**src/rtl/pwm_led_array_pkg.sv**
```systemverilog
// rtl/pwm_led_array_pkg.sv - shared encodings for the PWM LED array
package pwm_led_array_pkg;

  localparam logic [0:0] RAMP_UP     = 1'b0;
  localparam logic [0:0] RAMP_DOWN   = 1'b1;

  localparam logic [0:0] MODE_STATIC = 1'b0;
  localparam logic [0:0] MODE_BREATH = 1'b1;

endpackage

```
**src/rtl/pwm_led_ch.sv**
```systemverilog
// rtl/pwm_led_ch.sv - one PWM channel: duty capture, boundary update, breathing ramp, compare
module pwm_led_ch
  import pwm_led_array_pkg::*;
#(
  parameter int CNT_W  = 17,
  parameter int PERIOD = 90000,
  parameter int STEP   = 1000
) (
  input  logic             clk,
  input  logic             rst_n,
  input  logic             en,
  input  logic             boundary,
  input  logic [CNT_W-1:0] cnt,
  input  logic [CNT_W-1:0] duty_in,
  input  logic             duty_wr,
  input  logic             mode,
  output logic             led
);

  // Duties run one bit wider than cnt so that a duty of exactly PERIOD (up to 2^CNT_W) fits.
  localparam logic [CNT_W:0]   DUTY_MAX = (CNT_W+1)'(PERIOD);
  localparam logic [CNT_W+1:0] PERIOD_X = (CNT_W+2)'(PERIOD);
  localparam logic [CNT_W+1:0] STEP_X   = (CNT_W+2)'(STEP);

  logic [CNT_W:0]   duty_clamped;
  logic [CNT_W:0]   pending;
  logic [CNT_W:0]   active;
  logic [CNT_W:0]   ramp;
  logic [CNT_W:0]   eff_duty;
  logic [CNT_W+1:0] ramp_ext;
  logic [CNT_W+1:0] ramp_sum;
  logic             ramp_state;
  logic             mode_q;

  assign duty_clamped = ({1'b0, duty_in} > DUTY_MAX) ? DUTY_MAX : {1'b0, duty_in};
  assign ramp_ext     = {1'b0, ramp};
  assign ramp_sum     = ramp_ext + STEP_X;
  assign eff_duty     = (mode_q == MODE_BREATH) ? ramp : active;

  always_ff @(posedge clk or negedge rst_n) begin
    if (!rst_n) begin
      pending <= '0;
      active  <= '0;
    end else begin
      if (duty_wr) begin
        pending <= duty_clamped;
      end
      // A write landing on the boundary itself goes straight to the next period.
      if (boundary) begin
        active <= duty_wr ? duty_clamped : pending;
      end
    end
  end

  always_ff @(posedge clk or negedge rst_n) begin
    if (!rst_n) begin
      ramp       <= '0;
      ramp_state <= RAMP_UP;
      mode_q     <= MODE_STATIC;
    end else if (boundary) begin
      mode_q <= mode;
      if (mode == MODE_STATIC) begin
        ramp       <= '0;
        ramp_state <= RAMP_UP;
      end else if (ramp_state == RAMP_UP) begin
        if (ramp_sum >= PERIOD_X) begin
          ramp       <= DUTY_MAX;
          ramp_state <= RAMP_DOWN;
        end else begin
          ramp <= ramp_sum[CNT_W:0];
        end
      end else begin
        if (ramp_ext <= STEP_X) begin
          ramp       <= '0;
          ramp_state <= RAMP_UP;
        end else begin
          ramp <= ramp - STEP_X[CNT_W:0];
        end
      end
    end
  end

  always_ff @(posedge clk or negedge rst_n) begin
    if (!rst_n) begin
      led <= 1'b0;
    end else begin
      led <= en && ({1'b0, cnt} < eff_duty);
    end
  end

endmodule

```
**src/rtl/pwm_led_array.sv**
```systemverilog
// rtl/pwm_led_array.sv - multi-channel PWM LED driver sharing one period counter
module pwm_led_array
  import pwm_led_array_pkg::*;
#(
  parameter int CH     = 4,
  parameter int CNT_W  = 17,
  parameter int PERIOD = 90000,
  parameter int STEP   = 1000
) (
  input  logic                clk,
  input  logic                rst_n,
  input  logic                en,
  input  logic [CH*CNT_W-1:0] duty_in,
  input  logic [CH-1:0]       duty_wr,
  input  logic [CH-1:0]       mode,
  output logic [CH-1:0]       led,
  output logic                period_end
);

  localparam logic [CNT_W-1:0] CNT_LAST = CNT_W'(PERIOD - 1);

  logic [CNT_W-1:0] cnt;
  logic             boundary;

  assign boundary = en && (cnt == CNT_LAST);

  always_ff @(posedge clk or negedge rst_n) begin
    if (!rst_n) begin
      cnt        <= '0;
      period_end <= 1'b0;
    end else begin
      period_end <= boundary;
      if (!en || boundary) begin
        cnt <= '0;
      end else begin
        cnt <= cnt + 1'b1;
      end
    end
  end

  for (genvar i = 0; i < CH; i++) begin : g_ch
    pwm_led_ch #(
      .CNT_W  (CNT_W),
      .PERIOD (PERIOD),
      .STEP   (STEP)
    ) u_ch (
      .clk      (clk),
      .rst_n    (rst_n),
      .en       (en),
      .boundary (boundary),
      .cnt      (cnt),
      .duty_in  (duty_in[i*CNT_W +: CNT_W]),
      .duty_wr  (duty_wr[i]),
      .mode     (mode[i]),
      .led      (led[i])
    );
  end

endmodule

```
**config.mk**
```make
export PLATFORM = sky130hd
export DESIGN_NAME = pwm_led_array
export DESIGN_NICKNAME = d
export VERILOG_FILES = /design/src/rtl/pwm_led_array_pkg.sv /design/src/rtl/pwm_led_ch.sv /design/src/rtl/pwm_led_array.sv
export SDC_FILE = /design/constraint.sdc
export NUM_CORES = 1
export LEC_CHECK = 0
export CORE_MARGIN = 5
export CORE_UTILIZATION = 30
export CTS_CLUSTER_DIAMETER = 100
export CTS_CLUSTER_SIZE = 8
export DETAILED_ROUTE_END_ITERATION = 12
export PLACE_DENSITY = 0.49
export REMOVE_ABC_BUFFERS = 1
export SYNTH_ARGS = -nofsm -noshare
export SYNTH_HDL_FRONTEND = slang
export SYNTH_SLANG_ARGS = --single-unit
```
**constraint.sdc**
```tcl
create_clock -name clk -period 2.9 [get_ports clk]
set_clock_uncertainty 0.2 [all_clocks]
set_input_delay 0.87 -clock clk [delete_from_list [all_inputs] [get_ports clk]]
set_output_delay 0.87 -clock clk [all_outputs]
set_load 0.05 [all_outputs]
```
* Word level (Yosys, flattened, before mapping)
Index checks and enable logic that the tools add are counted.
** Storage, ports and cells
- Logic and storage cells :: 104
- Memory bits (read-only) :: 0
- Output and inout bits :: 5
- Memories kept :: 0
- Input port bits :: 79
- Memory bits (writable) :: 0
- Latch bits :: 0
- Bits in registers :: 246
** Cells by class
- Multiplexer cells :: 45
- $add $sub $neg :: 9
- $lt $le $gt $ge :: 16
- Divide/modulo/power cells :: 0
- Reductions and logical operators :: 7
- Shifts and indexed selects :: 0
- Bitwise gates (word level) :: 0
- Equal/unequal tests :: 1
- Multiply operators :: 0
** Operators with widths (number)
- 18-bit two-way mux :: 24
- 17-bit two-way mux :: 5
- 18-bit by 10-bit adder with 19-bit output, second input constant :: 4
- 19-bit by 17-bit >= comparator with 1-bit output, second input constant :: 4
- 18-bit by 10-bit <= comparator with 1-bit output, second input constant :: 4
- 17-bit by 18-bit < comparator with 1-bit output :: 4
- 18-bit by 10-bit subtractor with 18-bit output, second input constant :: 4
- 17-bit greater-than comparator, second input constant :: 4
- 17-bit by 1-bit adder with 17-bit output, second input constant :: 1
- 17-bit equality test, second input constant :: 1
- 1-bit two-way mux :: 16
- 1-bit logical AND :: 5
- 1-bit zero test :: 1
- 1-bit logical OR :: 1

* Depth between registers and ports, before layout
Gate-level depths: netlist of the first run.
- Depth in word-level cells :: 5
- Mapped depth :: 13
- Gate-level depth less buffers :: 11

* By module
From an unflattened synthesis of the first run, not the netlist that was laid out.
** Unflattened totals
- Cells, all modules :: 1640
- Area total of the unflattened synthesis :: 15630.0 um^2
** By module, submodules not included
- pwm_led_ch (g_ch[0].u_ch ...) :: cells an instance 393, times used 3, area an instance 3687.3 um^2
- pwm_led_ch (g_ch[1].u_ch) :: cells an instance 374, times used 1, area an instance 3703.6 um^2
- pwm_led_array :: cells an instance 87, times used 1, area an instance 864.6 um^2

* Least setup slack after synthesis of the first run
No wires, ideal clock.
- Kind :: reg-to-reg
- Start :: register g_ch[2].u_ch.ramp[3]
- End :: register g_ch[2].u_ch.ramp[13]
- Path buffers :: 2
- Cell stages (with the launch flop) :: 11
- Required time :: 2.618 ns
- Slack :: -0.149 ns
- Data arrival time :: 2.766 ns
- Library setup time :: 0.082 ns
- Path through :: dfrtp_1 > ha_1 > or4_1 > buf_2 > o2111ai_1 > mux2_2 > nor4_2 > nand4b_1 > buf_2 > o32a_1 > o22ai_1
** Between the ends
- Word-level cells in the longest chain between the ends :: 5
- Elaborated cells between the ends (all ways) :: 8
- Classes of those cells :: add/sub (2); order compare (2); mux (4)
** RTL lines
- start, declared :: line pwm_led_ch.sv:28 : logic [CNT_W:0] ramp;
- start signal, assigned :: line pwm_led_ch.sv:70 : ramp <= ramp_sum[CNT_W:0];
- start signal, assigned :: line pwm_led_ch.sv:77 : ramp <= ramp - STEP_X[CNT_W:0];
- 18-bit by 10-bit adder with 19-bit output :: line pwm_led_ch.sv:37 : assign ramp_sum = ramp_ext + STEP_X;
- 19-bit by 17-bit >= comparator with 1-bit output :: line pwm_led_ch.sv:66 : if (ramp_sum >= PERIOD_X) begin
- 18-bit two-way mux :: line pwm_led_ch.sv:66
- 18-bit two-way mux (*) :: line pwm_led_ch.sv:65 : end else if (ramp_state == RAMP_UP) begin
- 18-bit two-way mux (*) :: line pwm_led_ch.sv:62 : if (mode == MODE_STATIC) begin
Every way passes the cells marked *; elsewhere a longest branch is shown, timed or not.
A chain may end at the register's enable or synchronous reset.

* Worst setup path after layout of the first run
- Start :: register g_ch[0].u_ch.ramp[3]
- End :: register g_ch[0].u_ch.ramp[6]
** Between the ends
- Word-level cells in the longest chain between the ends :: 5
- Elaborated cells between the ends (all ways) :: 8
- Classes of those cells :: add/sub (2); order compare (2); mux (4)
** RTL lines (line)
- start, declared :: pwm_led_ch.sv:28
- start signal, assigned :: pwm_led_ch.sv:70
- start signal, assigned :: pwm_led_ch.sv:77
- 18-bit by 10-bit adder with 19-bit output :: pwm_led_ch.sv:37
- 19-bit by 17-bit >= comparator with 1-bit output :: pwm_led_ch.sv:66
- 18-bit two-way mux :: pwm_led_ch.sv:66
- 18-bit two-way mux (*) :: pwm_led_ch.sv:65
- 18-bit two-way mux (*) :: pwm_led_ch.sv:62
Marked as above.

==> metrics.md, run 1 <==
| Metric | Value |
|---|---|
| Final period util | `1.06` |
| IO buf count | `83` |
| CP arrival | `3.28 ns` |
| Worst slew margin | `0.590` |
| Mapped Cells | `1668` |
| # IOs | `84` |
| Die Y | `236 um` |
| Vias in the first global route | `13900` |
| Clock buffer depth | `3` |
| Post-synth ARST share | `1.00` |
| Initial antenna violation count | `0` |
| Fin area | `20600 um^2` |
| Setup_tns | `-1.42 ns` |
| Clk slew on worst S/H paths | `0.05 ns` |
| Clk sinks | `234` |
| #FFs+latches synth | `234` |
| Area growth from synthesis to layout | `34.8%` |
| Tmin final | `3.07 ns` |
| Die area | `55500 um^2` |
| Register Area | `5860 um^2` |
| Unrepaired setup endpoints after global routing | `true` |
| Post-synth EDFFs | `0` |
| Initial Util | `0.303` |
| Final hold violations | `0` |
| Largest net degree at the start of global routing | `81` |
| Final Max Tran Viols | `0` |
| Hold WC Path Type | `in -> async` |
| Hold_buf cts | `0` |
| Startpoint class of the critical path | `register` |
| Std-Cell Rows | `82` |
| Die W | `236 um` |
| DRT Pass-1 Iters | `5` |
| # fillers | `5027` |
| GRT Util Overall | `0.172` |
| DP Wirelength | `35500 um` |
| Main flop type after synthesis | `dfrtp_1` |
| PwrDens | `373 nW/um^2` |
| CTS Buf Count | `35` |
| Failing checks | `negative setup slack` |
| Post-DR vias/cell | `5.20` |
| PnR worst setup slack | `-0.172 ns` |
| Gr ovfl total | `0` |
| Ys Warns | `0` |
| Worst-margin pin slew | `0.616 ns` |
| Final Net Count | `2125` |
| DP Cell Count | `2580` |
| Max-cap check violation count | `0` |
| Final Wtd Congestion | `0.877` |
| Core ar. | `50300 um^2` |
| H-tree Lvls | `2` |
| Cell leakage power | `9.01 nW` |
| Sequential element share of the synthesized area | `0.384` |
| Layout cell share with drive strength beyond 1 | `0.287` |
| Synth unique cells | `85` |
| WL/cell | `18.5 um` |
| Status | `finished with violations` |
| Root buf cell | `clkbuf_16` |
| CP Max Fanout | `5` |
| Fin cells | `2642` |
| DR DRC count | `0` |
| DR iter-0 viols | `881` |
| VDD IR-drop max | `0.246 mV` |
| CP endpoint kind | `register` |
| WL final | `48800 um` |
| Placement Cell Area | `18600 um^2` |
| First-pass GRT wire length | `78000 um` |
| Remaining antenna violation count after routing | `0` |
| # diodes | `0` |
| Fmax achieved | `326 MHz` |
| Avg Synthesized Cell Area | `9.15 um^2` |
| Clk_lat worst skew | `0.53 ns` |
| Via count | `13700` |
| Final setup fails | `20` |
| Worst path required time | `3.11 ns` |
| Crit Path Class | `reg -> reg` |
| Netlist Area Pre-Place | `15300 um^2` |
| CTS tree | `yes` |
| Multi-input gate area | `9360 um^2` |
==> report_power, final <==
part	total, mW	internal [mW]	switching, mW
logic	0.585	0.283	0.302
clock network	3.69	2.23	1.46
registers	3.40	3.37	0.0300
==> sequential cells by signal (all words and copies together) (netlist names) <==
signal                count
g_ch.u_ch.ramp           60
period_end                1
g_ch.u_ch.ramp_state      4
g_ch.u_ch.led             4
g_ch.u_ch.mode_q          4
cnt                      17
g_ch.u_ch.active         72
g_ch.u_ch.pending        72
==> timing repair <==
item,4_1_cts,5_1_grt
pin swaps,45,80
setup endpoints to repair,45,110
cloned,0,0
gates resized for setup,94,114
buffers inserted,14,15
==> path summary, 6_finish.rpt <==
path / startpoint / endpoint / slack (ns) / depth (start not counted)
hold / removal: rst_n / g_ch[1].u_ch.pending[16] / 0.02 / 1
max in group asynchronous: rst_n / g_ch[3].u_ch.ramp[7] / 1.65 / 2
min in group clk: g_ch[2].u_ch.active[15] / g_ch[2].u_ch.active[15] / 0.27 / 2
setup / recovery: g_ch[0].u_ch.ramp[3] / g_ch[0].u_ch.ramp[6] / -0.17 / 12
hold reg to reg: g_ch[2].u_ch.active[15] / g_ch[2].u_ch.active[15] / 0.27 / 2
setup reg to reg: g_ch[0].u_ch.ramp[3] / g_ch[0].u_ch.ramp[6] / -0.17 / 12
==> layout by cell type, fill, tap and decap left out, types with 26 or more instances in the layout <==
cell type	instances
buf_4	276
dfrtp_1	229
nand2_1	179
o21ai_0	106
nor2_1	82
clkdlybuf4s50_1	80
ha_1	73
mux2_2	72
inv_1	67
mux2i_1	61
a21oi_1	50
nand3_1	41
clkbuf_16	37
o22a_1	31
o21ai_1	30
nor3_1	29
xnor2_1	27
and3_1	26
==> logic make-up after synthesis <==
kind of cell | share of synthesized area
AND/OR/NAND/NOR | 0.180
buffers and inverters | 0.0512
multiplexers | 0.0953
XOR/XNOR | 0.0299
flip-flops | 0.384
AO/OA/AOI/OAI | 0.196
adder cells (fa/ha/maj) | 0.0631
==> layout make-up <==
class | count | area share
multi-input combinational | 1240 | 0.455
sequential | 234 | 0.285
timing repair buffer | 389 | 0.161
clock buffer | 37 | 0.0450
tap | 672 | 0.0409
inverter | 69 | 0.0126
clock inverter | 1 | 0.000426
==> Yosys cell counts (13+ instances only) <==
master | n | area [um^2]
dfrtp_1 | 234 | 5860
a31oi_1 | 19 | 119
nand2_1 | 184 | 691
o22ai_1 | 16 | 100
nand2b_1 | 22 | 138
or3_1 | 18 | 113
nor2_1 | 88 | 330
and2_1 | 19 | 119
ha_1 | 77 | 963
xnor2_1 | 30 | 263
a21o_1 | 13 | 97.6
inv_1 | 69 | 259
o22a_1 | 31 | 272
nand3_1 | 45 | 225
nor2b_1 | 16 | 100
mux2_2 | 74 | 833
mux2i_1 | 62 | 621
o21ai_0 | 140 | 701
and3_1 | 27 | 169
nand4_1 | 15 | 93.8
o21a_1 | 15 | 113
buf_2 | 17 | 85.1
a21boi_0 | 13 | 97.6
clkbuf_1 | 93 | 349
xor2_1 | 22 | 193
nor3_1 | 35 | 175
a21oi_1 | 57 | 285
==> critical path, stage by stage, from the launching register on <==
cell and delay (ns):
dfrtp_1 0.42, buf_6 0.14, buf_6 0.12, a211oi_4 0.22
nand3_2 0.10, or3_4 0.35, a2111oi_4 0.41, o311ai_4 0.17
buf_4 0.17, nand3_4 0.11, o31ai_2 0.07, o22a_1 0.22
a211o_1 0.25
==> metal layers <==
layer	global-route usage	part of all wire	vias up	wire length (um)
met5	0	0	-	0
met4	0.0479	0.024	0	1180
met3	0.0280	0.040	74	1940
met2	0.272	0.46	260	22300
met1	0.244	0.48	6726	23400
li1	-	-	6670	-
==> stage by stage <==
stage / power [mW] / hold WS (ns) / worst slack [ns] / utilization
floorplan: 3.64 / 0.238 / -1.46 / -
global placement: 4.02 / 0.249 / -0.603 / 0.370
detailed placement: 4.04 / 0.260 / -0.544 / 0.370
CTS: 7.81 / 0.00861 / -0.128 / 0.399
global route: 7.99 / 0.0276 / -0.265 / 0.409
finish: 7.68 / 0.0234 / -0.172 / 0.409
Power figures use the tool's default switching activity.
==> inputs of run 2 (changes only) <==
--- a/config.mk
+++ b/config.mk
@@ -10,7 +10,7 @@
 export CTS_CLUSTER_DIAMETER = 100
 export CTS_CLUSTER_SIZE = 8
 export DETAILED_ROUTE_END_ITERATION = 12
-export PLACE_DENSITY = 0.49
+export PLACE_DENSITY_LB_ADDON = 0.2
 export REMOVE_ABC_BUFFERS = 1
 export SYNTH_ARGS = -nofsm -noshare
 export SYNTH_HDL_FRONTEND = slang
==> run 2 against run 1 <==
The run still ends with negative setup slack left. Global-route usage fell by 0.21 points. Via count rose by 0.17%. Hold slack improved by 0.046 ns. Final cell count up 0.72%. Fmax increased by 3.2%. Critical path depth fell by 1. Critical endpoint unchanged. Largest power group unchanged.
==> metrics.md, run 2 (synthesized netlist as in run 1, its figures left out) <==
| Metric | Value |
|---|---|
| Pre-CTS setup slack | `-0.550 ns (-0.00525 ns)` |
| Via count | `13800 (+0.17%)` |
| Failing checks | `negative setup slack` |
| Die area | `55500 um^2 (unchanged)` |
| Clk slew on worst S/H paths | `0.05 ns (about the same)` |
| Unrepaired setup endpoints after global routing | `true` |
| Core ar. | `50300 um^2 (unchanged)` |
| Worst path required time | `3.08 ns (-0.03 ns)` |
| Most frequent cells in the layout | `298 x buf_4, 226 x dfrtp_1, 180 x nand2_1, 115 x o21ai_0, 82 x clkdlybuf4s50_1` |
| Std-Cell Rows | `82 (unchanged)` |
| Clock buffer depth | `3 (unchanged)` |
| CTS tree | `yes` |
| Die W | `236 um (unchanged)` |
| Clk_lat worst skew | `0.54 ns (about the same)` |
| Fin util | `0.409 (-0.000548)` |
| DRT Pass-1 Iters | `5 (unchanged)` |
| # IOs | `84 (unchanged)` |
| Hold_buf cts | `0 (unchanged)` |
| Cell leakage power | `9.04 nW (+0.40%)` |
| Design Power | `7.77 mW (+1.2%)` |
| Commonest non-fill, non-tap cell in the layout | `buf_4` |
| Fin Hold WS | `0.0696 ns (+0.0462 ns)` |
| DR iter-0 viols | `757 (-14%)` |
| GRT Util Overall | `0.170 (-0.00210)` |
| Max incr delay on CP | `0.46 ns (+0.04 ns)` |
| Root buf cell | `clkbuf_16` |
| Final Net Count | `2142 (+0.80%)` |
| Final setup fails | `15 (-25%)` |
| Area growth from synthesis to layout | `34.6%` |
| Startpoint class of the critical path | `register` |
| Layout cell share with drive strength beyond 1 | `0.290 (+0.00228)` |
| Final Wtd Congestion | `0.862 (-1.7%)` |
| WL/cell | `18.2 um (-1.4%)` |
| DP Cell Count | `2597 (+0.66%)` |
| Clk sinks | `234 (unchanged)` |
| PwrDens | `378 nW/um^2 (+1.4%)` |
| CP endpoint kind | `register` |
| Fin area | `20500 um^2 (-0.13%)` |
| CP Max Fanout | `3 (-2)` |
| Max-cap check violation count | `0 (unchanged)` |
| Final Max Tran Viols | `0 (unchanged)` |
| VDD IR-drop max | `0.359 mV (+46%)` |
| Fin cells | `2661 (+0.72%)` |
| Initial Util | `0.303 (unchanged)` |
| Placement Cell Area | `18700 um^2 (+0.69%)` |
| Largest net degree at the start of global routing | `59 (-27%)` |
| # diodes | `0 (unchanged)` |
| Fmax achieved | `336 MHz (+3.2%)` |
| Vias in the first global route | `13900 (-0.35%)` |
| Final hold violations | `0 (unchanged)` |
| Remaining antenna violation count after routing | `0 (unchanged)` |
| Initial antenna violation count | `0 (unchanged)` |
| Setup_tns | `-0.441 ns (+0.983 ns)` |
| Worst-margin pin slew | `0.647 ns (+0.0314 ns)` |
| CTS Buf Count | `35 (unchanged)` |
| Hold WC Path Type | `in -> async` |
| Die Y | `236 um (unchanged)` |
| H-tree Lvls | `2 (unchanged)` |
| Worst slew margin | `0.569 (-0.0210)` |
| IO buf count | `83 (unchanged)` |
| CP arrival | `3.16 ns (-0.12 ns)` |
| Crit-path slowest cell | `a2111oi_4` |
| Status | `finished with violations` |
| DR DRC count | `0 (unchanged)` |
| Crit Path Class | `reg -> reg` |
| Post-DR vias/cell | `5.17 (-0.54%)` |
| DP Wirelength | `35300 um (-0.53%)` |
| Tmin final | `2.98 ns (-0.0943 ns)` |
| First-pass GRT wire length | `77400 um (-0.83%)` |
| Gr ovfl total | `0 (unchanged)` |
| Regs by FF count | `g_ch.u_ch.active x72, g_ch.u_ch.pending x72, g_ch.u_ch.ramp x60` |
| Crit-path cells | `buf_6 > a211oi_4 > buf_4 > and3_4 > o21ai_2 > a2111oi_4 > o311ai_4 > and2_4 > and3_1 > o22a_1 > a211o_1` |
| WL final | `48500 um (-0.66%)` |
| PnR worst setup slack | `-0.0774 ns (+0.0943 ns)` |
| Final period util | `1.03 (-0.0325)` |
[run 2: path summary, 6_finish.rpt]
| path | from | end | slack (ns) | depth (start not counted) |
|---|---|---|---|---|
| max | g_ch[0].u_ch.ramp[3] | g_ch[0].u_ch.ramp[6] | -0.08 | 11 |
| min | rst_n | g_ch[1].u_ch.ramp[4] | 0.07 | 1 |
| max reg2reg | g_ch[0].u_ch.ramp[3] | g_ch[0].u_ch.ramp[6] | -0.08 | 11 |
| min reg2reg | g_ch[2].u_ch.active[15] | g_ch[2].u_ch.active[15] | 0.27 | 2 |
| max in group asynchronous | rst_n | g_ch[0].u_ch.mode_q | 1.71 | 2 |
| min in group clk | g_ch[2].u_ch.active[15] | g_ch[2].u_ch.active[15] | 0.27 | 2 |
[run 2: per-layer routing]
| metal | GRT usage | share of wire |
|---|---|---|
| met5 | 0 | 0 |
| met4 | 0.0482 | 0.021 |
| met3 | 0.0275 | 0.040 |
| met2 | 0.275 | 0.46 |
| met1 | 0.235 | 0.48 |
[run 2: area by class of cell]
class	instances	area (um^2)
fillers	4984	29700
multi-input cells	1240	9190
flip-flops and latches	234	5870
repair buffers	406	3410
clock buffers	37	915
well taps	672	841
inverters	69	259
clock inverters	3	55.1
[run 2: repair_timing]
action | 4_1_cts | 5_1_grt
pin swaps | 26 | 59
buffers inserted | 10 | 14
resized for setup | 53 | 116
setup endpoints to repair | 46 | 104
[run 2: where the power goes]
group | internal (mW) | total (mW) | switching [mW]
clock network | 2.30 | 3.78 | 1.48
registers | 3.37 | 3.40 | 0.0271
logic | 0.289 | 0.590 | 0.301
total | 5.96 | 7.77 | 1.81
[run 2: critical path: cells and delay by family, from the launching register on]
| family | cells | cell delay, ns |
|---|---|---|
| buffers and inverters | 2 | 0.31 |
| AOI/OAI and AO/OA | 6 | 1.40 |
| and+or+nand+nor | 3 | 0.53 |
| DFF | 1 | 0.40 |
==> inputs of run 3 (changes only) <==
==> constraint.sdc (replaced) <==
create_clock -name clk -period 3.6 [get_ports clk]
set_clock_uncertainty 0.2 [all_clocks]
set_input_delay 1.08 -clock clk [delete_from_list [all_inputs] [get_ports clk]]
set_output_delay 1.08 -clock clk [all_outputs]
set_load 0.05 [all_outputs]
==> run 3 against run 2 <==
The flow now finishes without violations. Via count is 5.4% lower. Hold slack improved by 0.20 ns. Fmax down 8.3%. Setup slack better by 0.43 ns. Sequential share of layout area up 3.7 points. Clock power is 21% lower. Final cell count shrank 8.5%. Count of clock-buffer cells in the layout is 1 lower. Core utilization shrank 4.8 points. Routed wire length decreased by 5.5%. Critical endpoint is now g_ch[2].u_ch.ramp[8]. Largest cell class unchanged. Highest routed layer unchanged.
==> metrics.md, run 3 (synthesized netlist as in run 1, its figures left out) <==
| Metric | Value |
|---|---|
| R2R cell count | `9 (-2)` |
| Crit Path Class | `reg -> reg` |
| Hold_buf cts | `0 (unchanged)` |
| Reg2reg start | `g_ch[2].u_ch.ramp[3]` |
| Die W | `236 um (unchanged)` |
| Fin Hold WS | `0.266 ns (+0.196 ns)` |
| Core ar. | `50300 um^2 (unchanged)` |
| CTS Buf Count | `35 (unchanged)` |
| Commonest non-fill, non-tap cell in the layout | `dfrtp_1` |
| Cell leakage power | `7.82 nW (-14%)` |
| Area growth from synthesis to layout | `18.9%` |
| Most frequent cells in the layout | `234 x dfrtp_1, 184 x nand2_1, 140 x o21ai_0, 92 x buf_4, 88 x nor2_1` |
| # IOs | `84 (unchanged)` |
| Die area | `55500 um^2 (unchanged)` |
| DR DRC count | `0 (unchanged)` |
| Final hold violations | `0 (unchanged)` |
| Vias in the first global route | `12900 (-6.8%)` |
| Final setup fails | `0 (-15)` |
| Fmax achieved | `308 MHz (-8.3%)` |
| Worst slew margin | `0.559 (-0.0100)` |
| First-pass GRT wire length | `74500 um (-3.8%)` |
| Post-CTS setup buffers | `0 (-10)` |
| VDD IR-drop max | `0.250 mV (-30%)` |
| GRT Util Overall | `0.164 (-0.00606)` |
| Final Max Tran Viols | `0 (unchanged)` |
| Initial antenna violation count | `0 (unchanged)` |
| Worst-margin pin slew | `0.662 ns (+0.0151 ns)` |
| WL/cell | `18.8 um (+3.3%)` |
| Max-cap check violation count | `0 (unchanged)` |
| Setup_tns | `0 ns (+0.441 ns)` |
| CP Max Fanout | `6 (+3)` |
| CTS tree | `yes` |
| DR iter-0 viols | `990 (+31%)` |
| Gr ovfl total | `0 (unchanged)` |
| Root buf cell | `clkbuf_16` |
| Clk slew on worst S/H paths | `0.06 ns (about the same)` |
| CP startpoint | `g_ch[2].u_ch.ramp[3]` |
| Clock buffer depth | `3 (unchanged)` |
| Post-cts repair resize count | `0 (-100%)` |
| Status | `completed` |
| Regs by FF count | `g_ch.u_ch.active x72, g_ch.u_ch.pending x72, g_ch.u_ch.ramp x60` |
| Hold WC Path Type | `in -> async` |
| Final Wtd Congestion | `0.891 (+3.3%)` |
| Clk_lat worst skew | `0.55 ns (about the same)` |
| # fillers | `5100 (+2.3%)` |
| IO buf count | `83 (unchanged)` |
| H-tree Lvls | `2 (unchanged)` |
| Std-Cell Rows | `82 (unchanged)` |
| Clk sinks | `234 (unchanged)` |
| Pre-CTS setup slack | `-0.101 ns (+0.449 ns)` |
| Final period util | `0.902 (-0.125)` |
| Largest net degree at the start of global routing | `61 (+3.4%)` |
| Initial Util | `0.303 (unchanged)` |
| Final Net Count | `1916 (-11%)` |
| Worst path required time | `3.83 ns (+0.75 ns)` |
| Post-DR vias/cell | `5.34 (+3.4%)` |
| CP endpoint kind | `register` |
| Tmin final | `3.25 ns (+0.270 ns)` |
| Die Y | `236 um (unchanged)` |
| Unrepaired setup endpoints after global routing | `false` |
| DP Cell Count | `2395 (-7.8%)` |
| Startpoint class of the critical path | `register` |
| Design Power | `6.12 mW (-21%)` |
| Remaining antenna violation count after routing | `0 (unchanged)` |
| DRT Pass-1 Iters | `5 (unchanged)` |
| Layout cell share with drive strength beyond 1 | `0.141 (-0.148)` |
| CP arrival | `3.48 ns (+0.32 ns)` |
| Via count | `13000 (-5.4%)` |
| Fin cells | `2434 (-8.5%)` |
| PnR worst setup slack | `0.353 ns (+0.430 ns)` |
| WL final | `45800 um (-5.5%)` |
| # diodes | `0 (unchanged)` |
| PwrDens | `337 nW/um^2 (-11%)` |
| DP Wirelength | `33000 um (-6.6%)` |
run 3: changes by cell type in the layout (fill, tap and decap cells not counted), moves of 17 or more:
cell | previous run | this run
buf_6 | 17 | 0
o21ai_0 | 115 | 140
o21ai_1 | 25 | 7
buf_4 | 298 | 92
run 3: metrics by stage:
stage	utilization	area (um^2)
2_1_floorplan	-	14700
3_3_place_gp	0.342	17200
3_5_place_dp	0.342	17200
4_1_cts	0.361	18100
5_1_grt	0.361	18100
6_report	0.361	18100
run 3: layout make-up:
cell class	count	area, um^2	area share
Clock buffer	36	901	0.0497
Clock inverter	3	33.8	0.00186
Inverter	69	259	0.0143
Multi-Input combinational cell	1240	8620	0.475
Sequential cell	234	5860	0.323
Tap cell	672	841	0.0464
Timing Repair Buffer	180	1630	0.0897
run 3: per-layer routing:
layer  vias to the layer above  wire length, um  track usage
li1                       6243                -            -
met4                         0              997       0.0442
met3                        56             1830       0.0221
met1                      6406            22000        0.234
met5                         -                0            0
met2                       304            21000        0.260
run 3: power by group:
group	switching [mW]	total (mW)	internal [mW]
logic	0.221	0.405	0.184
clock network	1.20	2.97	1.76
registers	0.0287	2.74	2.72
total	1.45	6.12	4.66
run 3: worst max-delay path: stages (launching register included):
cell and delay (ns):
dfrtp_1 0.38, ha_1 0.21, or4_1 0.47, o2111ai_1 0.24, mux2_2 0.36, nor4_2 0.30, nand3_1 0.12, nor2_1 0.40
a31oi_1 0.17, a32o_1 0.28
run 3: final timing paths:
check                           slack, ns                      end
worst max-delay path                 0.35     g_ch[2].u_ch.ramp[8]
min in group clk                     0.27  g_ch[2].u_ch.active[15]
max in group asynchronous            2.12     g_ch[3].u_ch.ramp[8]
worst min register to register       0.27  g_ch[2].u_ch.active[15]
worst max register to register       0.35     g_ch[2].u_ch.ramp[8]
worst min-delay path                 0.27  g_ch[1].u_ch.pending[9]
